===== src/rtl/float_pkg.sv =====
// IEEE-754 single-precision field constants and parameter legality helpers
// shared by the integer-to-float datapath.
package float_pkg;

  localparam int EXP_BIAS = 127;
  localparam int MANT_W   = 23;
  localparam int EXP_W    = 8;

  localparam int IN_W_MIN = 2;
  localparam int IN_W_MAX = MANT_W + 1;
  localparam int FRAC_MAX = 126;

  // Widths above MANT_W+1 would need rounding; FRAC above 126 could underflow.
  function automatic bit in_w_legal(input int w);
    return (w >= IN_W_MIN) && (w <= IN_W_MAX);
  endfunction

  function automatic bit frac_legal(input int f);
    return (f >= 0) && (f <= FRAC_MAX);
  endfunction

endpackage


===== src/rtl/int_to_float_pipe_if.sv =====
// Sample-in / float-out bundle for the ADC int-to-float converter.
interface int_to_float_pipe_if #(
  parameter int IN_W = 16,
  parameter int CH_W = 3
);
  logic            in_valid;
  logic [IN_W-1:0] in_data;
  logic [CH_W-1:0] in_chan;
  logic            offset_bin;
  logic            out_valid;
  logic [31:0]     out_float;
  logic [CH_W-1:0] out_chan;
  logic [31:0]     sample_cnt;

  modport master (
    output in_valid, in_data, in_chan, offset_bin,
    input  out_valid, out_float, out_chan, sample_cnt
  );

  modport slave (
    input  in_valid, in_data, in_chan, offset_bin,
    output out_valid, out_float, out_chan, sample_cnt
  );
endinterface


===== src/rtl/lzc_prio.sv =====
// Priority leading-one detector: reports the index of the highest set bit
// and a zero flag when no bit is set.
module lzc_prio #(
  parameter int W  = 16,
  parameter int PW = $clog2(W)
) (
  input  logic [W-1:0]  data,
  output logic [PW-1:0] pos,
  output logic          zero
);

  // Ascending scan so the highest set bit wins.
  always_comb begin
    pos = '0;
    for (int i = 0; i < W; i++) begin
      if (data[i]) pos = PW'(i);
    end
  end

  assign zero = ~|data;

endmodule


===== src/rtl/int_to_float_pipe.sv =====
// Three-stage integer (two's complement or offset binary) to IEEE single
// converter with a channel tag riding alongside; no backpressure.
module int_to_float_pipe
  import float_pkg::*;
#(
  parameter int IN_W = 16,
  parameter int CH_W = 3,
  parameter int FRAC = 0
) (
  input logic clk,
  input logic rst_n,
  int_to_float_pipe_if.slave io
);

  localparam int STAGES = 3;
  localparam int PW     = $clog2(IN_W);
  localparam int FW     = IN_W - 1;

  generate
    if (!in_w_legal(IN_W)) begin : g_bad_in_w
      $error("int_to_float_pipe: IN_W must be in 2..24");
    end
    if (!frac_legal(FRAC)) begin : g_bad_frac
      $error("int_to_float_pipe: FRAC must be in 0..126");
    end
  endgenerate

  typedef struct packed {
    logic            sign;
    logic [IN_W-1:0] mag;
    logic [CH_W-1:0] chan;
  } s1_t;

  typedef struct packed {
    s1_t           d;
    logic [PW-1:0] pos;
    logic          zero;
  } s2_t;

  logic [STAGES:0] vld_pipe;
  s1_t             s1_d, s1_q;
  s2_t             s2_d, s2_q;
  logic [IN_W-1:0] x;
  logic [PW-1:0]   lz_pos;
  logic            lz_zero;
  logic [PW-1:0]   sh;
  logic [FW-1:0]   frac_bits;
  logic [MANT_W-1:0] mant;
  logic [EXP_W-1:0]  expo;
  logic [31:0]     float_d;

  assign vld_pipe[0] = io.in_valid;

  always_ff @(posedge clk or negedge rst_n) begin
    if (!rst_n) vld_pipe[STAGES:1] <= '0;
    else        vld_pipe[STAGES:1] <= vld_pipe[STAGES-1:0];
  end

  // S1: mode fix-up and sign/magnitude split. The most negative code negates
  // to itself, which read as unsigned is exactly the wanted magnitude.
  always_comb begin
    x         = io.in_data ^ {io.offset_bin, {(IN_W-1){1'b0}}};
    s1_d.sign = x[IN_W-1];
    s1_d.mag  = x[IN_W-1] ? (~x + IN_W'(1)) : x;
    s1_d.chan = io.in_chan;
  end

  always_ff @(posedge clk or negedge rst_n) begin
    if (!rst_n)              s1_q <= '0;
    else if (vld_pipe[0])    s1_q <= s1_d;
  end

  // S2: leading-one position
  lzc_prio #(.W(IN_W), .PW(PW)) u_lzc (
    .data (s1_q.mag),
    .pos  (lz_pos),
    .zero (lz_zero)
  );

  always_comb begin
    s2_d.d    = s1_q;
    s2_d.pos  = lz_pos;
    s2_d.zero = lz_zero;
  end

  always_ff @(posedge clk or negedge rst_n) begin
    if (!rst_n)              s2_q <= '0;
    else if (vld_pipe[1])    s2_q <= s2_d;
  end

  // S3: normalise so the leading one drops off the top; the remaining bits
  // are the mantissa, left-aligned and zero-padded.
  always_comb begin
    sh        = PW'(IN_W - 1) - s2_q.pos;
    frac_bits = FW'(s2_q.d.mag << sh);
    mant      = MANT_W'({frac_bits, {MANT_W{1'b0}}} >> FW);
    expo      = EXP_W'(EXP_BIAS + int'(s2_q.pos) - FRAC);
    float_d   = s2_q.zero ? 32'h0000_0000 : {s2_q.d.sign, expo, mant};
  end

  always_ff @(posedge clk or negedge rst_n) begin
    if (!rst_n) begin
      io.out_float  <= '0;
      io.out_chan   <= '0;
      io.sample_cnt <= '0;
    end else if (vld_pipe[2]) begin
      io.out_float  <= float_d;
      io.out_chan   <= s2_q.d.chan;
      io.sample_cnt <= io.sample_cnt + 32'd1;
    end
  end

  assign io.out_valid = vld_pipe[STAGES];

endmodule


===== src/flat_wrapper.sv =====
// flat-port wrapper written by rule: the top's interface ports become plain ports
module int_to_float_pipe_flat import float_pkg::*;
#(
  parameter int IN_W = 16,
  parameter int CH_W = 3,
  parameter int FRAC = 0
)
  (clk, rst_n, io_in_valid, io_in_data, io_in_chan, io_offset_bin, io_out_valid, io_out_float, io_out_chan, io_sample_cnt);
  int_to_float_pipe_if #(.IN_W(IN_W), .CH_W(CH_W)) io_i ();
  input logic clk;
  input logic rst_n;
  input wire logic [$bits(io_i.in_valid)-1:0] io_in_valid;
  input wire logic [$bits(io_i.in_data)-1:0] io_in_data;
  input wire logic [$bits(io_i.in_chan)-1:0] io_in_chan;
  input wire logic [$bits(io_i.offset_bin)-1:0] io_offset_bin;
  output wire logic [$bits(io_i.out_valid)-1:0] io_out_valid;
  output wire logic [$bits(io_i.out_float)-1:0] io_out_float;
  output wire logic [$bits(io_i.out_chan)-1:0] io_out_chan;
  output wire logic [$bits(io_i.sample_cnt)-1:0] io_sample_cnt;
  assign io_i.in_valid = io_in_valid;
  assign io_i.in_data = io_in_data;
  assign io_i.in_chan = io_in_chan;
  assign io_i.offset_bin = io_offset_bin;
  assign io_out_valid = io_i.out_valid;
  assign io_out_float = io_i.out_float;
  assign io_out_chan = io_i.out_chan;
  assign io_sample_cnt = io_i.sample_cnt;
  int_to_float_pipe #(.IN_W(IN_W), .CH_W(CH_W), .FRAC(FRAC)) u_core (.clk(clk), .rst_n(rst_n), .io(io_i));
endmodule

===== config.mk =====
export PLATFORM = sky130hd
export DESIGN_NAME = int_to_float_pipe_flat
export DESIGN_NICKNAME = d
export VERILOG_FILES = /design/src/rtl/float_pkg.sv /design/src/rtl/int_to_float_pipe_if.sv /design/src/rtl/lzc_prio.sv /design/src/rtl/int_to_float_pipe.sv /design/src/flat_wrapper.sv
export SDC_FILE = /design/constraint.sdc
export NUM_CORES = 1
export LEC_CHECK = 0
export BUFFER_PORTS_ARGS = -buffer_cell sky130_fd_sc_hd__clkbuf_2
export CORE_ASPECT_RATIO = 0.6
export CORE_MARGIN = 8
export CORE_UTILIZATION = 51
export DETAILED_ROUTE_END_ITERATION = 8
export PLACE_DENSITY = 0.77
export SLEW_MARGIN = 20
export SYNTH_ARGS = -nofsm -noshare
export SYNTH_HDL_FRONTEND = slang
export SYNTH_SLANG_ARGS = --single-unit

===== constraint.sdc =====
create_clock -name clk -period 1.65 [get_ports clk]
set_input_delay 0.0825 -clock clk [delete_from_list [all_inputs] [get_ports clk]]
set_output_delay 0.0825 -clock clk [all_outputs]
set_load 0.02 [all_outputs]

==> results_dict.tcl <==
set metrics [dict create \
    hpwl_mm 9.12 \
    hp-class "input port to flop" \
    synth-simple-area-share_pct 14.1 \
    dieArea_mm2 0.0136 \
    syn-instance-count 464 \
    wirelength_mm 12.3 \
    die_y_um 93.7 \
    syn-cell-area_mm2 0.00514 \
    fillers 749 \
    drt_iter0_drc 280 \
    core_mm2 0.00984 \
    via_per_inst 5.43 \
    nNetsFinal 607 \
    synth_adder_area_share_pct 0.974 \
    synth_cell_types 53 \
    async_flop_share_pct 100 \
    ys_seq_area_share_pct 51.2 \
    start_util_pct 52.2 \
    hold_violations 0 \
    cts_buffers 9 \
    dr.pass1.iters 5 \
    yosysWarnings 0 \
    cts_root_buf "clkbuf_16" \
    dpl.cell_count 689 \
    ir_drop_uv 1120 \
    insertion_delay_ns 0.34 \
    final_util_pct 64.8 \
    wl_per_cell_um 17.2 \
    synth_mux_area_share_pct 12.3 \
    status "complete, no violations" \
    cp.required_ns 1.92 \
    synth_top_family_by_area "simple AND/OR/NAND/NOR gates" \
    startpoint_type "flop" \
    slew_headroom_pct 65.0 \
    fin_crit_sh_pct 97.6 \
    grt_pass1_wl_mm 20.4 \
    crit_type "flop to flop" \
    clock_sinks 105 \
    p_total_uw 7800 \
    ios 91 \
    gp_congestion 0.847 \
    vias 3903 \
    die_w_um 146 \
    ctsLongestPathBuffers 2 \
    first_global_vias 4011 \
    synth_edf_count 0 \
    max_freq_mhz 621 \
    antennaDiodeCount 0 \
    portBuffers 82 \
    cts.clk_slew.worst_paths_ns 0.07 \
    seqCellArea_mm2 0.00265 \
    syn_area_per_cell_um2 11.1 \
    worstPathMaxFanout 3 \
    grt_max_degree 62 \
    drive_above_1_share_pct 35.8 \
    multi_input_area_mm2 0.00236 \
    p_leak_uw 0.00296 \
    grt.overflow.total 0 \
    maxCapViolations 0 \
    synth_xor_area_share_pct 8.16 \
    drc_errors 0 \
    p_per_area_mw_per_mm2 1220 \
    post-route-min-period_ns 1.61 \
    crit_path_end_kind "flop" \
    ant_nets 0 \
    arrival_ns 1.88 \
    antenna_found_initial 0 \
    cts_tree "done" \
    synth_compound_area_share_pct 9.01 \
    finalMaxSlewViolations 0 \
    areaGrowthSynthToFinish_pct 24.1 \
    track_usage_pct 18.5 \
    synth_seq_cells 105 \
    placementRows 28 \
    finClkSkew_ns 0.00546 \
    tightest_slew_ns 0.524 \
    stdcell_count 719 \
    setup_violations 0 \
    synth-main-ff-cell "dfrtp_1" \
    cts_max_level 3 \
    rsz0062_at_grt "true" \
]
[synth_stat cells (7+ instances only)]
| cell type | n | area [um2] |
|---|---|---|
| buf_4 | 11 | 82.6 |
| nor3_1 | 7 | 35.0 |
| xor2_1 | 18 | 158 |
| clkbuf_1 | 12 | 45.0 |
| nand2_1 | 33 | 124 |
| a21oi_1 | 31 | 155 |
| o2bb2ai_1 | 9 | 78.8 |
| inv_1 | 13 | 48.8 |
| o21ai_0 | 12 | 60.1 |
| nand3_1 | 12 | 60.1 |
| mux2_2 | 29 | 327 |
| nand4_1 | 8 | 50.1 |
| mux2i_1 | 19 | 190 |
| xnor2_1 | 28 | 245 |
| dfrtp_1 | 105 | 2630 |
| nor2_1 | 46 | 173 |
[logic make-up after synthesis]
group	count (synthesis)
DFF	105
adders and majority gates	4
AOI/OAI and AO/OA	74
and+or+nand+nor	135
muxes	53
other	1
buffers and inverters	45
xor gates and xnor gates	47
[flip-flops by register name, summed over array words and instances (netlist names)]
name,flops
u_core.io.out_valid,1
u_core.io.out_float,23
u_core.io.sample_cnt,32
u_core.vld_pipe,2
u_core.io.out_chan,3
u_core.s2_q,24
u_core.s1_q,20
[layout by cell type, fill, tap and decap left out, drive strengths merged, types with 5 or more instances in the layout]
cell,count
a21oi,31
and3,7
buf,42
clkbuf,91
conb,8
dfrtp,105
inv,14
mux2,29
mux2i,19
mux4,5
nand2,33
nand3,15
nand4,10
nor2,46
nor3,8
nor4,6
o21ai,12
o2bb2ai,9
o31ai,6
xnor2,29
xor2,18
[worst max-delay path: stages (launching register included)]
cell       delay, ns
dfrtp_2         0.45
mux2i_1         0.20
and2_1          0.20
a2111oi_1       0.43
a311oi_1        0.10
a21oi_1         0.16
[metal layers]
| metal | vias up | track usage, % | routed length (um) |
|---|---|---|---|
| li1 | 1843 | - | - |
| met1 | 1932 | 25.0 | 5820 |
| met2 | 116 | 28.5 | 5680 |
| met3 | 12 | 5.48 | 738 |
| met4 | 0 | 5.08 | 110 |
| met5 | - | 0 | 0 |
[report_power, final]
group | leakage [uW] | switching (uW) | internal, uW | total (uW)
clock network | 0.000141 | 923 | 1320 | 2240
logic | 0.00155 | 1180 | 986 | 2170
registers | 0.00126 | 400 | 2980 | 3380
[final timing paths]
check | from | end | slack [ns] | cells past startpoint
min in group asynchronous | rst_n | u_core.io.out_float[13] | 0.28 | 3
min | io_in_data[1] | u_core.s1_q[4] | 0.02 | 3
max reg2reg | u_core.s2_q[1] | u_core.io.out_float[16] | 0.04 | 5
max in group asynchronous | rst_n | u_core.io.sample_cnt[2] | 1.05 | 3
max | u_core.s2_q[1] | u_core.io.out_float[16] | 0.04 | 5
min reg2reg | u_core.io.out_float[25] | u_core.io.out_float[25] | 0.48 | 1
[final cells by class]
class,count,share of cell area [%]
repair buffers,127,13.0
multi-input cells,321,37.0
clock inverters,5,1.30
flip-flops and latches,105,41.5
inverters,16,0.942
well taps,135,2.65
clock buffers,10,3.59
[stage by stage]
stage / TNS [ns] / instance area [um2] / hold WS (ns) / setup slack, ns
after floorplan: -0.0148 / 5200 / -0.213 / -0.0148
after global placement: 0 / 5910 / 0.0901 / 0.0666
after detailed placement: -0.0740 / 5910 / 0.0935 / -0.0417
after CTS: 0 / 6270 / 0.0134 / 0.0170
after global routing: -0.0770 / 6380 / 0.0314 / -0.0488
final: 0 / 6380 / 0.0196 / 0.0389
[repair_timing]
item | in CTS | in global routing
endpoints found under the setup margin | 10 | 17
gates resized for setup | 3 | 10
endpoints found under the hold margin | 108 | 0
hold buffers | 4 | 0
pin swaps | 0 | 1
buffers inserted | 0 | 11
gates cloned | 0 | 0
(Power assumes the default switching activity.)
